$ cat config.mk
export PLATFORM = sky130hd
export DESIGN_NAME = channel
export DESIGN_NICKNAME = d
export VERILOG_FILES = /design/src/rtl/csp_pkg.sv /design/src/rtl/channel_sync_bit.sv /design/src/rtl/channel.sv
export SDC_FILE = /design/constraint.sdc
export NUM_CORES = 1
export LEC_CHECK = 0
export CAP_MARGIN = 20
export CORE_ASPECT_RATIO = 0.7
export CORE_MARGIN = 8
export CORE_UTILIZATION = 39
export CTS_BUF_LIST = sky130_fd_sc_hd__clkbuf_8
export DETAILED_ROUTE_END_ITERATION = 16
export PLACE_DENSITY = 0.76
export SYNTH_ARGS = -nofsm -noshare
export SYNTH_HDL_FRONTEND = slang
export SYNTH_SLANG_ARGS = --single-unit
$ cat constraint.sdc
create_clock -name clk -period 1.2 [get_ports clk]
set_input_delay 0.12 -clock clk [delete_from_list [all_inputs] [get_ports clk]]
set_output_delay 0.12 -clock clk [all_outputs]
set_load 0.03 [all_outputs]
$ cat src/rtl/csp_pkg.sv
`default_nettype none
// ============================================================================
//  Module      : csp_pkg
//  Description : Shared types for the bundled-data handshake channel:
//                protocol selector, input/output FSM state encodings and
//                the default data word width.
//  Revision    : 1.0 - initial release
// ============================================================================
package csp_pkg;

    typedef enum logic {
        P2PhaseBD = 1'b0,
        P4PhaseBD = 1'b1
    } hs_protocol_e;

    typedef enum logic [0:0] {
        I_IDLE = 1'b0,
        I_ACK  = 1'b1
    } in_state_e;

    typedef enum logic [1:0] {
        O_IDLE = 2'd0,
        O_REQ  = 2'd1,
        O_WAIT = 2'd2
    } out_state_e;

    localparam int CSP_DEFAULT_WIDTH = 11;

endpackage
`default_nettype wire

$ cat src/rtl/channel_sync_bit.sv
`default_nettype none
// ============================================================================
//  Module      : sync_bit
//  Description : N-stage flop synchronizer for a single bit. STAGES = 0
//                passes the input straight through (already synchronous).
//  Ports       : clk  - clock
//                rst  - asynchronous active-high reset (flops clear to 0)
//                d    - bit to synchronize
//                q    - synchronized bit
//  Revision    : 1.0 - initial release
// ============================================================================
module sync_bit #(
    parameter int STAGES = 2
) (
    input  logic clk,
    input  logic rst,
    input  logic d,
    output logic q
);

    generate
        if (STAGES == 0) begin : g_bypass
            assign q = d;
            // Clock and reset have no load in pass-through mode.
            wire unused_clk_rst = clk ^ rst;
        end else begin : g_chain
            logic [STAGES-1:0] r_sync;

            always_ff @(posedge clk or posedge rst) begin
                if (rst) begin
                    r_sync <= '0;
                end else begin
                    r_sync[0] <= d;
                    for (int k = 1; k < STAGES; k++) begin
                        r_sync[k] <= r_sync[k-1];
                    end
                end
            end

            assign q = r_sync[STAGES-1];
        end
    endgenerate

endmodule
`default_nettype wire

$ cat src/rtl/channel.sv
`default_nettype none
// ============================================================================
//  Module      : channel
//  Description : Point-to-point bundled-data handshake channel with a
//                one-word buffer. 4-phase or 2-phase signalling on both
//                sides, selected by HS_PROTOCOL. All outputs registered.
//  Ports       : clk, rst          - clock, asynchronous active-high reset
//                in_req/in_ack     - producer handshake
//                in_data           - producer word (stable while pending)
//                out_req/out_ack   - consumer handshake
//                out_data          - buffered word
//                full              - buffer holds an unconsumed word
//                xfer_in/xfer_out  - one-cycle pulses per capture/consume
//  Revision    : 1.0 - initial release
// ============================================================================
module channel
    import csp_pkg::*;
#(
    parameter int           WIDTH       = CSP_DEFAULT_WIDTH,
    parameter hs_protocol_e HS_PROTOCOL = P4PhaseBD,
    parameter int           SYNC_STAGES = 0
) (
    input  logic             clk,
    input  logic             rst,
    input  logic             in_req,
    input  logic [WIDTH-1:0] in_data,
    output logic             in_ack,
    output logic             out_req,
    output logic [WIDTH-1:0] out_data,
    input  logic             out_ack,
    output logic             full,
    output logic             xfer_in,
    output logic             xfer_out
);

    localparam bit IS_4P = (HS_PROTOCOL == P4PhaseBD);

    logic       w_in_req;
    logic       w_out_ack;
    in_state_e  r_in_state,  w_in_state_nxt;
    out_state_e r_out_state, w_out_state_nxt;
    logic       w_in_ack_nxt;
    logic       w_out_req_nxt;
    logic       w_capture;
    logic       w_consume;
    logic       w_full_nxt;

    sync_bit #(.STAGES(SYNC_STAGES)) u_sync_in_req (
        .clk (clk),
        .rst (rst),
        .d   (in_req),
        .q   (w_in_req)
    );

    sync_bit #(.STAGES(SYNC_STAGES)) u_sync_out_ack (
        .clk (clk),
        .rst (rst),
        .d   (out_ack),
        .q   (w_out_ack)
    );

    // Input side. Capture looks only at the registered full flag, so a word
    // consumed on this edge frees the buffer for the next edge, not this one.
    always_comb begin
        w_in_state_nxt = r_in_state;
        w_in_ack_nxt   = in_ack;
        w_capture      = 1'b0;
        if (IS_4P) begin
            case (r_in_state)
                I_IDLE: if (w_in_req && !full) begin
                    w_capture      = 1'b1;
                    w_in_ack_nxt   = 1'b1;
                    w_in_state_nxt = I_ACK;
                end
                I_ACK: if (!w_in_req) begin
                    w_in_ack_nxt   = 1'b0;
                    w_in_state_nxt = I_IDLE;
                end
                default: w_in_state_nxt = I_IDLE;
            endcase
        end else begin
            // 2-phase: a request is pending whenever the phases differ.
            if ((w_in_req != in_ack) && !full) begin
                w_capture    = 1'b1;
                w_in_ack_nxt = ~in_ack;
            end
        end
    end

    // Output side.
    always_comb begin
        w_out_state_nxt = r_out_state;
        w_out_req_nxt   = out_req;
        w_consume       = 1'b0;
        if (IS_4P) begin
            case (r_out_state)
                O_IDLE: if (full) begin
                    w_out_req_nxt   = 1'b1;
                    w_out_state_nxt = O_REQ;
                end
                O_REQ: if (w_out_ack) begin
                    w_out_req_nxt   = 1'b0;
                    w_consume       = 1'b1;
                    w_out_state_nxt = O_WAIT;
                end
                O_WAIT: if (!w_out_ack) begin
                    // Skip O_IDLE when a new word is already waiting.
                    if (full) begin
                        w_out_req_nxt   = 1'b1;
                        w_out_state_nxt = O_REQ;
                    end else begin
                        w_out_state_nxt = O_IDLE;
                    end
                end
                default: w_out_state_nxt = O_IDLE;
            endcase
        end else begin
            case (r_out_state)
                O_IDLE: if (full && (out_req == w_out_ack)) begin
                    w_out_req_nxt   = ~out_req;
                    w_out_state_nxt = O_REQ;
                end
                O_REQ: if (w_out_ack == out_req) begin
                    w_consume       = 1'b1;
                    w_out_state_nxt = O_IDLE;
                end
                default: w_out_state_nxt = O_IDLE;
            endcase
        end
    end

    // Set and clear never coincide: capture needs full=0, consume needs full=1.
    assign w_full_nxt = w_capture ? 1'b1 : (w_consume ? 1'b0 : full);

    always_ff @(posedge clk or posedge rst) begin
        if (rst) begin
            r_in_state  <= I_IDLE;
            r_out_state <= O_IDLE;
            in_ack      <= 1'b0;
            out_req     <= 1'b0;
            out_data    <= '0;
            full        <= 1'b0;
            xfer_in     <= 1'b0;
            xfer_out    <= 1'b0;
        end else begin
            r_in_state  <= w_in_state_nxt;
            r_out_state <= w_out_state_nxt;
            in_ack      <= w_in_ack_nxt;
            out_req     <= w_out_req_nxt;
            full        <= w_full_nxt;
            xfer_in     <= w_capture;
            xfer_out    <= w_consume;
            if (w_capture) begin
                out_data <= in_data;
            end
        end
    end

`ifndef SYNTHESIS
    // Producer must hold its request until it is acknowledged.
    a_in_req_hold: assert property (@(posedge clk) disable iff (rst)
        (IS_4P ? (r_in_state == I_IDLE && w_in_req) : (w_in_req != in_ack))
        |=> ((w_in_req == $past(w_in_req)) || (in_ack != $past(in_ack))));

    // Consumer must not acknowledge a request that was never issued.
    a_out_ack_valid: assert property (@(posedge clk) disable iff (rst)
        (r_out_state == O_IDLE) |-> (IS_4P ? !w_out_ack : (w_out_ack == out_req)));
`endif

endmodule
`default_nettype wire

## Word level (Yosys, flattened, before mapping)

Cells that the tools add are included.

- Equal/unequal tests: 7
- Mux-type cells: 20
- Bitwise logic cells: 1
- Reductions and logical operators: 8

Operators with widths:

| cell | number |
|---|---|
| $mux 1 | 13 |
| $ne 2x2->1 const B | 5 |
| $mux 2 | 3 |
| $pmux 2 s3 | 1 |
| $reduce_and 3->1 | 2 |
| $pmux 1 s2 | 2 |
| $pmux 1 s3 | 1 |
| $reduce_bool 3->1 | 1 |
| $eq 2x1->1 const B | 1 |
| $eq 2x2->1 const B | 1 |
| $logic_not 2->1 | 1 |
| $reduce_and 2->1 | 1 |
| $reduce_bool 2->1 | 1 |
| $logic_and 1x1->1 | 1 |
| $logic_not 1->1 | 1 |
| $not 1->1 | 1 |

- Flip-flop bits (word level): 19
- Input port bits: 15
- Output and inout port bits: 16
- Word-level logic and storage cells: 44

## Longest topological paths before layout

- Depth in word-level cells: 5
- Gate-level depth with buffers: 5
- Mapped depth without buffers: 3

## By module

A second synthesis with hierarchy kept.

- Cell total of the unflattened synthesis: 52
- Area, all modules: 738.2 µm²

Modules (own cells, without submodules):

| module | times used | cells each | area an instance (µm²) | sequential area each (µm²) |
|---|---|---|---|---|
| channel | 1 | 50 | 723.2 | 475.5 |
| sync_bit | 2 | 1 | 7.5 | 0.0 |

## Worst setup path after synthesis

OpenSTA, ideal clock, no wires.

- Path kind: reg2reg
- Start: register full
- End: register out_data[0]
- Library setup time: 125 ps
- Arrival: 1315 ps
- Data required time: 1075 ps
- Slack: -240 ps
- Cell stages (with the launch flop): 6
- Buffers on the path: 2
- Period minus slack after synthesis: 1440 ps
- Cells stage by stage: dfrtp_1 -> inv_2 -> and3_1 -> buf_6 -> buf_12 -> mux2_4

- Cells in the longest elaborated chain, start to end: 4

RTL lines:

| item | line | source |
|---|---|---|
| start: declaration | channel.sv:31 | `output logic full,` |
| start signal: assignment | channel.sv:150 | `full <= w_full_nxt;` |
| $logic_not 1->1 | n/a |  |
| $logic_and 1x1->1 | channel.sv:70 | `I_IDLE: if (w_in_req && !full) begin` |
| $mux 1 | channel.sv:70 |  |
| $mux 1 | channel.sv:69 | `case (r_in_state)` |
| named net w_capture | channel.sv:44 | `logic w_capture;` |
| end signal: assignment | channel.sv:154 | `out_data <= in_data;` |
| end: declaration | channel.sv:29 | `output logic [WIDTH-1:0] out_data,` |

The timed path passes the listed nets, and every way through them passes these cells.
A chain may end at the register's enable or synchronous reset.

## Final worst setup path

- Start: register full
- End: register out_data[10]

- Cells in the longest elaborated chain, start to end: 4

RTL lines:

| item | line |
|---|---|
| $logic_not 1->1 | n/a |
| $logic_and 1x1->1 | channel.sv:70 |
| $mux 1 | channel.sv:70 |
| $mux 1 | channel.sv:69 |

No other way between the ends.

==> summary.md <==
| Metric | Value |
|---|---|
| Status | `finished with violations` |
| Failing checks | `setup timing` |
| Max_cap viols | `0` |
| Core outline area | `1854 um2` |
| Final setup violation count | `11` |
| Post-Route Utilization | `65.38%` |
| Post-DP HPWL | `1.296 mm` |
| Kind of critical path | `flop to flop` |
| CP Data Arrival Time | `1380 ps` |
| Pwr/cell area | `between 2000 and 3000 nW/um2` |
| Final worst path period share | `103.7%` |
| Sequential area share after synthesis | `61.59%` |
| CP startpoint kind | `flop` |
| Clk sink count | `19` |
| Total track usage | `around 10%` |
| Clock Root Buffer | `clkbuf_8` |
| Buffers added on ports | `30` |
| Fin crit period | `~1200 ps` |
| Clk buf depth | `2` |
| Post-CTS Hold Buffers | `0` |
| Layout Cells excl Fill | `116` |
| Synth Area per Inst | `around 15 um2` |
| H-tree depth | `1` |
| Die area | `3682 um2` |
| Pre-antenna DRT Iters | `4` |
| Cells after DPL | `109` |
| Register bit count reported by yosys | `19` |
| Initial drt markers | `14` |
| Setup Skew | `4.263 ps` |
| Least-Margin Pin Slew | `339.3 ps` |
| Die H | `53.23 um` |
| Total number of yosys warnings | `0` |
| Final hold viol count | `0` |
| Layout net count | `110` |
| Vias per inst | `around 4.7` |
| Top cells by area, synth | `dfrtp_1 62%, mux2_4 16%, mux2_2 4.4%` |
| Routed vias | `543` |
| # DRC | `0` |
| Vias in the first global route | `586` |
| Worst Setup SP | `full` |
| CP max FO | `3` |
| Most frequent cells in the layout | `18 x dfrtp_1, 14 x clkdlybuf4s50_1, 14 x dlygate4sd2_1, 10 x buf_4, 8 x mux2_4` |
| Final Max Tran Viols | `0` |
| Post-synthesis cell type count | `19` |
| RD Place Congestion | `0.6856` |
| Final setup margin | `-44.26 ps` |
| CP cell instances | `inv_2, and3_4, buf_4, mux2_2` |
| Relative slew slack | `77.47%` |
| Number of CTS-inserted buffers | `3` |
| Worst flop-to-flop path startpoint | `full` |
| Yosys top cell area share | `61.59%` |
| # rows | `13` |
| Routed WL per cell | `14.93 um` |
| Total congestion overflow | `0` |
| Antenna violations before repair | `0` |
| First-pass GRT wire length | `2.960 mm` |
| Worst-skew pair later-pin latency | `about 250 ps` |
| Worst-path clk slew | `70 ps` |
| RSZ-0062 raised after global routing | `yes` |
| Die width | `a little under 70 um` |
| Largest stage delay on the critical path | `410 ps` |
| Highest-delay cell along the critical path | `dfrtp_2` |
| # fillers | `159` |
| CTS tree | `yes` |
| Final WL | `around 1.7 mm` |
| Largest net degree at the start of global routing | `20` |
| Initial Util | `41.63%` |
| Area of the mapped netlist | `about 770 um2` |
| Syn nets | `66` |
| Most common cell after layout, fill and taps aside | `dfrtp_1` |
| Pleak | `0.5838 nW` |
| Synth-to-Final Area Change | `57.05%` |
| Fraction of layout instances using a drive strength above 1 | `31.91%` |
| Worst hold path type | `input port to async pin` |
| Post-route ant nets | `0` |
| Post-synth top area cell | `dfrtp_1` |
| CP required | `1340 ps` |
| Fmax | `803.7 MHz` |
| Max VDD drop | `1.742 mV` |
| # IOs | `31` |
| Post-Synthesis Cells | `51` |
| Critical Path End Type | `flop` |
| Number of diodes | `0` |
-- cell families (layout without fill, tap and decap cells) --
| logic type | Yosys count | in the layout | share of synthesized area [%] |
|---|---|---|---|
| buf+inv | 6 | 49 | 5.996 |
| simple gates | 5 | 5 | 3.242 |
| flops | 19 | 19 | 61.59 |
| mux | 11 | 11 | 19.94 |
| compound gates | 9 | 9 | 8.104 |
| xor+xnor | 1 | 1 | 1.135 |
-- stage by stage --
stage / setup WS (ps) / TNS, ps / total power [W] / instance area [um2] / hold WS [ps]
after floorplan: -159.5 / -1465 / 0.002232 / 773.2 / 71.06
after global placement: -217.0 / -2325 / 0.002958 / 1140 / 461.6
after detailed placement: -250.4 / -2693 / 0.002994 / 1140 / 459.6
after CTS: -28.06 / -251.7 / 0.003250 / 1171 / 199.9
after global routing: -84.83 / -758.7 / 0.003512 / 1212 / 233.0
final: -44.26 / -333.8 / 0.003299 / 1212 / 194.3
-- layout make-up --
type | count | area (um2) | area share [%]
sequential | 19 | 476.7 | 39.32
timing repair buffer | 41 | 392.9 | 32.40
multi-input combinational | 26 | 255.2 | 21.05
clock buffer | 3 | 41.29 | 3.406
tap | 22 | 27.53 | 2.270
inverter | 4 | 15.01 | 1.238
clock inverter | 1 | 3.754 | 0.3096
-- per-layer routing --
| layer | up-vias | part of all wire (%) | track usage, % |
|---|---|---|---|
| met4 | 0 | 0 | 2.034 |
| met3 | 0 | 8.1 | 5.597 |
| met1 | 252 | 49 | 13.30 |
| met5 | - | 0 | 0 |
| met2 | 24 | 43 | 14.66 |
| li1 | 267 | - | - |
-- power by group --
part	internal, W	switching (W)
clock	0.000227	0.000188
sequential	0.000945	0.000184
combinational	0.000837	0.000918
total	0.00201	0.00129
-- worst paths after layout --
check                      slack [ps]  cells after the start      endpoint
max                               -40                      4  out_data[10]
min                               190                      3   out_data[0]
max reg2reg                       -40                      4  out_data[10]
min reg2reg                       500                      1   out_data[8]
max in group asynchronous         800                      3          full
min in group clk                  480                      3      xfer_out
-- synth_stat cells --
cell and instances:
inv_1 3, mux2_2 3, mux2_4 8, inv_2 1, o31ai_1 1, and3_1 1
nor3b_1 1, xnor2_1 1, buf_6 1, a211o_1 1, nand2_1 1, a21boi_0 1
a22o_1 1, buf_12 1, nor2_1 2, dfrtp_1 19, o21ai_0 1, o21bai_1 2
a21oi_1 2
-- flip-flops by register name (all words and copies together), names as in the netlist --
register     flops
r_out_state      2
xfer_out         1
out_req          1
in_ack           1
out_data        11
full             1
xfer_in          1
r_in_state       1
-- critical path: cells and delay by family (launching register included) --
kind	cells	cell delay (ps)
DFF	1	410
buffers and inverters	2	190
muxes	1	320
and+or+nand+nor	1	210
-- what timing repair did --
| item | 4_1_cts | 5_1_grt |
|---|---|---|
| setup endpoints to repair | 26 | 12 |
| gates cloned | 0 | 1 |
| resized for setup | 16 | 2 |
| buffers inserted | 0 | 2 |
No activity file was read; power rests on OpenSTA's default activity.
